--- config.mk ---
export PLATFORM = sky130hd
export DESIGN_NAME = pc
export DESIGN_NICKNAME = d
export VERILOG_FILES = /design/src/rtl/pc.sv
export SDC_FILE = /design/constraint.sdc
export NUM_CORES = 1
export LEC_CHECK = 0
export ABC_CLOCK_PERIOD_IN_PS = 2300
export CAP_MARGIN = 10
export CORE_MARGIN = 2
export CORE_UTILIZATION = 33
export DETAILED_ROUTE_END_ITERATION = 12
export PLACE_DENSITY = 0.82
export SKIP_LAST_GASP = 1
export SLEW_MARGIN = 25
export SYNTH_ARGS = -nofsm -noshare
export SYNTH_HDL_FRONTEND = slang
export SYNTH_SLANG_ARGS = --single-unit
--- constraint.sdc ---
create_clock -name Clk -period 2.3 [get_ports Clk]
set_input_delay 0.345 -clock Clk [delete_from_list [all_inputs] [get_ports Clk]]
set_output_delay 0.345 -clock Clk [all_outputs]
set_load 0.02 [all_outputs]
--- src/rtl/pc.sv ---
// Program-counter register: a single WIDTH-bit flop that loads Pc_in on every
// rising edge and is forced to RESET_VALUE asynchronously while Rst is high.
module pc #(
    parameter int          WIDTH       = 32,
    parameter logic [31:0] RESET_VALUE = 32'h0000_0000
) (
    input  logic             Clk,
    input  logic             Rst,
    input  logic [WIDTH-1:0] Pc_in,
    output logic [WIDTH-1:0] Pc_out
);

    // Size cast truncates or zero-extends the 32-bit reset constant to WIDTH.
    localparam logic [WIDTH-1:0] RESET_W = WIDTH'(RESET_VALUE);

    logic [WIDTH-1:0] pc_q;
    logic [WIDTH-1:0] pc_d;

    // Pure pass-through: no increment, masking or alignment on the next value.
    assign pc_d = Pc_in;

    always_ff @(posedge Clk or posedge Rst) begin
        if (Rst) begin
            pc_q <= RESET_W;
        end else begin
            pc_q <= pc_d;
        end
    end

    assign Pc_out = pc_q;

endmodule

==> metrics.yaml, run 1 <==
multi_input_area_um2: 0
grt_pass1_wl_um: 2620
io_pins: 66
seqCellArea_um2: 801
initial_utilization_pct: 35.7
fmax_mhz: 612
fin_hold_ws_ns: 0.405
switching_share_pct: 22.4
syn_area_um2: 805
grt_remaining_overflow: 0
period_needed_ns: 1.63
rsz0062_at_grt: "false"
synth_cell_types: 2
crit_path_end_kind: "primary output"
hp-class: "in -> async"
cts_hold_buf: 0
first_pass_iters: 2
cts_resized: 0
critPathBufInv: 1
finalInstanceArea_mm2: 0.00156
worstPathRequired_ns: 1.96
fin_crit_sh_pct: 71.1
layout-drive-gt1-share_pct: 6.54
crit_path_start_kind: "register"
cp_max_fo: 1
syn_to_final_growth_pct: 93.5
core_area_mm2: 0.00225
cts_tree: "done"
vdd_drop_max_v: 0.000519
dp_hpwl_um: 1380
cp_slowest_cell: "clkdlybuf4s50_1"
multiInputCombCellCount: 0
dieHeight_um: 53.4
critPathArrivalTime_ns: 1.29
intPower_mw: 0.838
power_frac_clock_pct: 29.6
drt-total-wl_um: 1780
wire_per_inst_um: 13.2
final_common_cell: "clkdlybuf4s50_1"
cpPeakStageDelay_ns: 0.62
fill_cells: 173
pre_cts_ws_ns: 0.990
finalMaxSlewViolations: 0
clk_transition_reported_paths_ns: 0.09
switchingPower_mw: 0.242
p_leak_nw: 0.670
io_buffers: 65
tightest_slew_ns: 0.388
layout.nets: 140
ys_warn_count: 0
grt_max_degree: 33
track_usage_pct: 14.8
cts-buffers-inserted: 5
syn_nets: 67
first_global_vias: 554
vias: 535
clockRootBuffer: "clkbuf_4"
antenna_found_initial: 0
powerDensity_mw_per_mm2: 694
die_x_um: 53.4
fin_tns_setup_ns: 0
vias_per_cell: 3.96
diodes: 0
worst_slack_ns: 0.665
seqPwrFrac_pct: 55.3
drc: 0
placed_cell_area_mm2: 0.00150
numClockSinks: 32
largest_register_ffs: 32
synth_area_per_cell_um2: 24.4
final_cell_mix: "clkdlybuf4s50_1 (65), dfrtp_1 (32), clkbuf_4 (5)"
crit_type: "reg -> out"
crit_family: "buffers and inverters"
die_area_mm2: 0.00285
synth_seq_cells: 32
status: "finished clean"
netlist_instances: 33
combPwrFrac_pct: 15.1
place_congestion: 0.567
max-cap-violations: 0
total_power_mw: 1.08
drtIter0Drc: 1
finalHoldViolations: 0
ant_nets: 0
fp-row-count: 17
cts_buffer_depth: 2
path_cells: "clkdlybuf4s50_1"
slew_headroom_pct: 74.1
cts_setup_buffers: 0
final-setup-viol-count: 0
ys_seq_area_share_pct: 99.5
htree_levels: 2
==> kinds of logic after synthesis <==
logic type	Yosys count	share of synthesized area, %
buf+inv	1	0.466
flops	32	99.5
==> cell usage after synthesis <==
| cell type | number | share of area, % |
|---|---|---|
| dfrtp_1 | 32 | 100 |
| inv_1 | 1 | 0.47 |
==> power by group through the flow <==
stage | clock (mW) | sequential, mW | combinational [mW]
floorplan | 0 | 0.647 | 0.00831
global placement | 0 | 0.608 | 0.163
detailed placement | 0 | 0.610 | 0.165
CTS | 0.339 | 0.598 | 0.166
global route | 0.364 | 0.601 | 0.173
finish | 0.320 | 0.597 | 0.163
==> layer usage <==
metal	vias to the layer above	track usage [%]	wire length (um)
li1	245	-	-
met3	4	11.9	217
met4	0	8.97	20
met1	253	14.2	563
met5	-	0	0
met2	33	21.6	981
==> worst paths after layout <==
path                            from  depth (start not counted)    endpoint  slack, ns
min in group Clk            Pc_in[5]                          1   Pc_out[5]       0.45
setup / recovery           Pc_out[0]                          1   Pc_out[0]       0.67
max in group asynchronous        Rst                          3  Pc_out[27]       1.61
hold / removal                   Rst                          3  Pc_out[30]       0.41
==> per-stage QoR <==
stage          cells  utilization [%]
2_1_floorplan     33                -
3_3_place_gp     127             66.4
3_5_place_dp     127             66.4
4_1_cts          135             69.0
5_1_grt          135             69.0
6_report         135             69.0
==> final cells by class <==
type | count | area share (%)
Inverter | 1 | 0.241
Tap cell | 28 | 2.25
Timing Repair Buffer | 66 | 42.3
Clock buffer | 8 | 3.78
Sequential cell | 32 | 51.4
(Power assumes the default switching activity.)
==> run 2: changes to the inputs <==
- ABC_CLOCK_PERIOD_IN_PS: 2300 -> 1390
- CORE_UTILIZATION: 33 -> 28
- PLACE_DENSITY: 0.82 -> 0.74
- clock period: 2.3 -> 1.39 ns (I/O delays scaled with it)
==> run 2 against run 1 <==
Effect of this change: routed wire length decreased by 3.2%; die area grew 16%; critical path depth did not move; non-clock buffer count did not move; global-route usage is 3.1 points lower; via count grew 2.4%; power increased by 52%; highest routed layer unchanged; setup slack lost 0.49 ns; cell area decreased by 3.7%.
==> metrics.yaml, run 2 (synthesis results as in run 1) <==
status: "finished clean"
grt_pass1_wl_um: 2650
fill_cells: 243
diodes: 0
dp_hpwl_um: 1290
multi_input_area_um2: 0
clockRootBuffer: "clkbuf_4"
grt_max_degree: 33
critPathArrivalTime_ns: 1.00
final_core_utilization_pct: 54.8
drtIter0Drc: 12
final_common_cell: "clkdlybuf4s50_1"
cp_slowest_cell: "dfrtp_1"
finalHoldViolations: 0
combPwrFrac_pct: 14.3
drc: 0
cts_buffer_depth: 2
switchingPower_mw: 0.374
layout-drive-gt1-share_pct: 5.77
fin_hold_ws_ns: 0.285
finalMaxSlewViolations: 0
period_needed_ns: 1.21
layout.nets: 140
fin_tns_setup_ns: 0
io_buffers: 65
worstPathRequired_ns: 1.18
final_cell_mix: "clkdlybuf4s50_1 (33), dfrtp_1 (32), dlygate4sd2_1 (32)"
ant_nets: 0
path_cells: "dlygate4sd2_1"
clk_transition_reported_paths_ns: 0.08
worst_slack_ns: 0.177
cts_hold_buf: 0
cpPeakStageDelay_ns: 0.37
dieHeight_um: 57.6
tightest_slew_ns: 0.394
cts-buffers-inserted: 5
largest_register_ffs: 32
max-cap-violations: 0
intPower_mw: 1.27
crit_type: "reg -> out"
syn_to_final_growth_pct: 86.3
vdd_drop_max_v: 0.000827
place_congestion: 0.644
first_global_vias: 614
powerDensity_mw_per_mm2: 1100
core_area_mm2: 0.00273
hp-class: "in -> async"
final-setup-viol-count: 0
finalNonFillerCells: 135
crit_path_end_kind: "primary output"
power_frac_clock_pct: 25.8
critPathBufInv: 1
numClockSinks: 32
pre_cts_ws_ns: 0.237
wire_per_inst_um: 12.8
die_x_um: 57.6
first_pass_iters: 2
grt_remaining_overflow: 0
p_leak_nw: 0.703
crit_family: "flip-flops"
seqPwrFrac_pct: 59.9
vias: 548
die_area_mm2: 0.00332
seqCellArea_um2: 801
vias_per_cell: 4.06
cts_tree: "done"
initial_utilization_pct: 29.4
slew_headroom_pct: 73.7
rsz0062_at_grt: "false"
htree_levels: 2
io_pins: 66
drt-total-wl_um: 1730
fp-row-count: 19
track_usage_pct: 11.6
cp_max_fo: 1
switching_share_pct: 22.7
fmax_mhz: 825
fin_crit_sh_pct: 87.2
dp_cells: 130
crit_path_start_kind: "register"
antenna_found_initial: 0
multiInputCombCellCount: 0
run 2: changes by cell type in the layout (fill, tap and decap cells not counted):
cell / before / now
clkdlybuf4s50_1: 65 / 33
dlygate4sd2_1: 0 / 32
clkbuf_1: 2 / 0
clkbuf_8: 1 / 0
run 2: per-layer routing:
| layer | up-vias | wire [um] | GRT usage (%) |
|---|---|---|---|
| met5 | - | 0 | 0 |
| met4 | 0 | 25 | 7.64 |
| met3 | 4 | 198 | 8.16 |
| met2 | 37 | 959 | 19.6 |
| met1 | 265 | 545 | 9.50 |
| li1 | 242 | - | - |
run 2: layout make-up:
class                   instances  area share [%]
clock buffers                   5            2.50
well taps                      31            2.59
repair buffers                 66            41.2
flip-flops and latches         32            53.4
inverters                       1           0.250
run 2: worst max path at each step:
stage	from	end	slack [ns]	cells past startpoint
after floorplan	Rst	Pc_out[0]	0.49	1
after global placement	Pc_out[28]	Pc_out[28]	0.27	1
after detailed placement	Pc_out[16]	Pc_out[16]	0.24	1
after CTS	Pc_out[16]	Pc_out[16]	0.14	1
after global routing	Pc_out[30]	Pc_out[30]	0.12	1
final	Pc_out[16]	Pc_out[16]	0.18	1
run 2: metrics by stage:
step / instance area (um2) / power (mW)
after floorplan: 805 / 1.09
after global placement: 1500 / 1.27
after detailed placement: 1500 / 1.28
after CTS: 1500 / 1.68
after global routing: 1500 / 1.72
final: 1500 / 1.65
run 2: timing repair:
item                       in CTS  in global routing
gates resized for setup        32                  0
buffers inserted                0                  0
setup endpoints to repair      32                  0
run 2: power by group through the flow:
| stage | Combinational [mW] | Sequential (mW) | Clock (mW) |
|---|---|---|---|
| 2_1_floorplan | 0.0137 | 1.07 | 0 |
| 3_3_place_gp | 0.269 | 1.01 | 0 |
| 3_5_place_dp | 0.273 | 1.01 | 0 |
| 4_1_cts | 0.240 | 0.988 | 0.453 |
| 5_1_grt | 0.250 | 0.992 | 0.482 |
| 6_report | 0.235 | 0.986 | 0.424 |
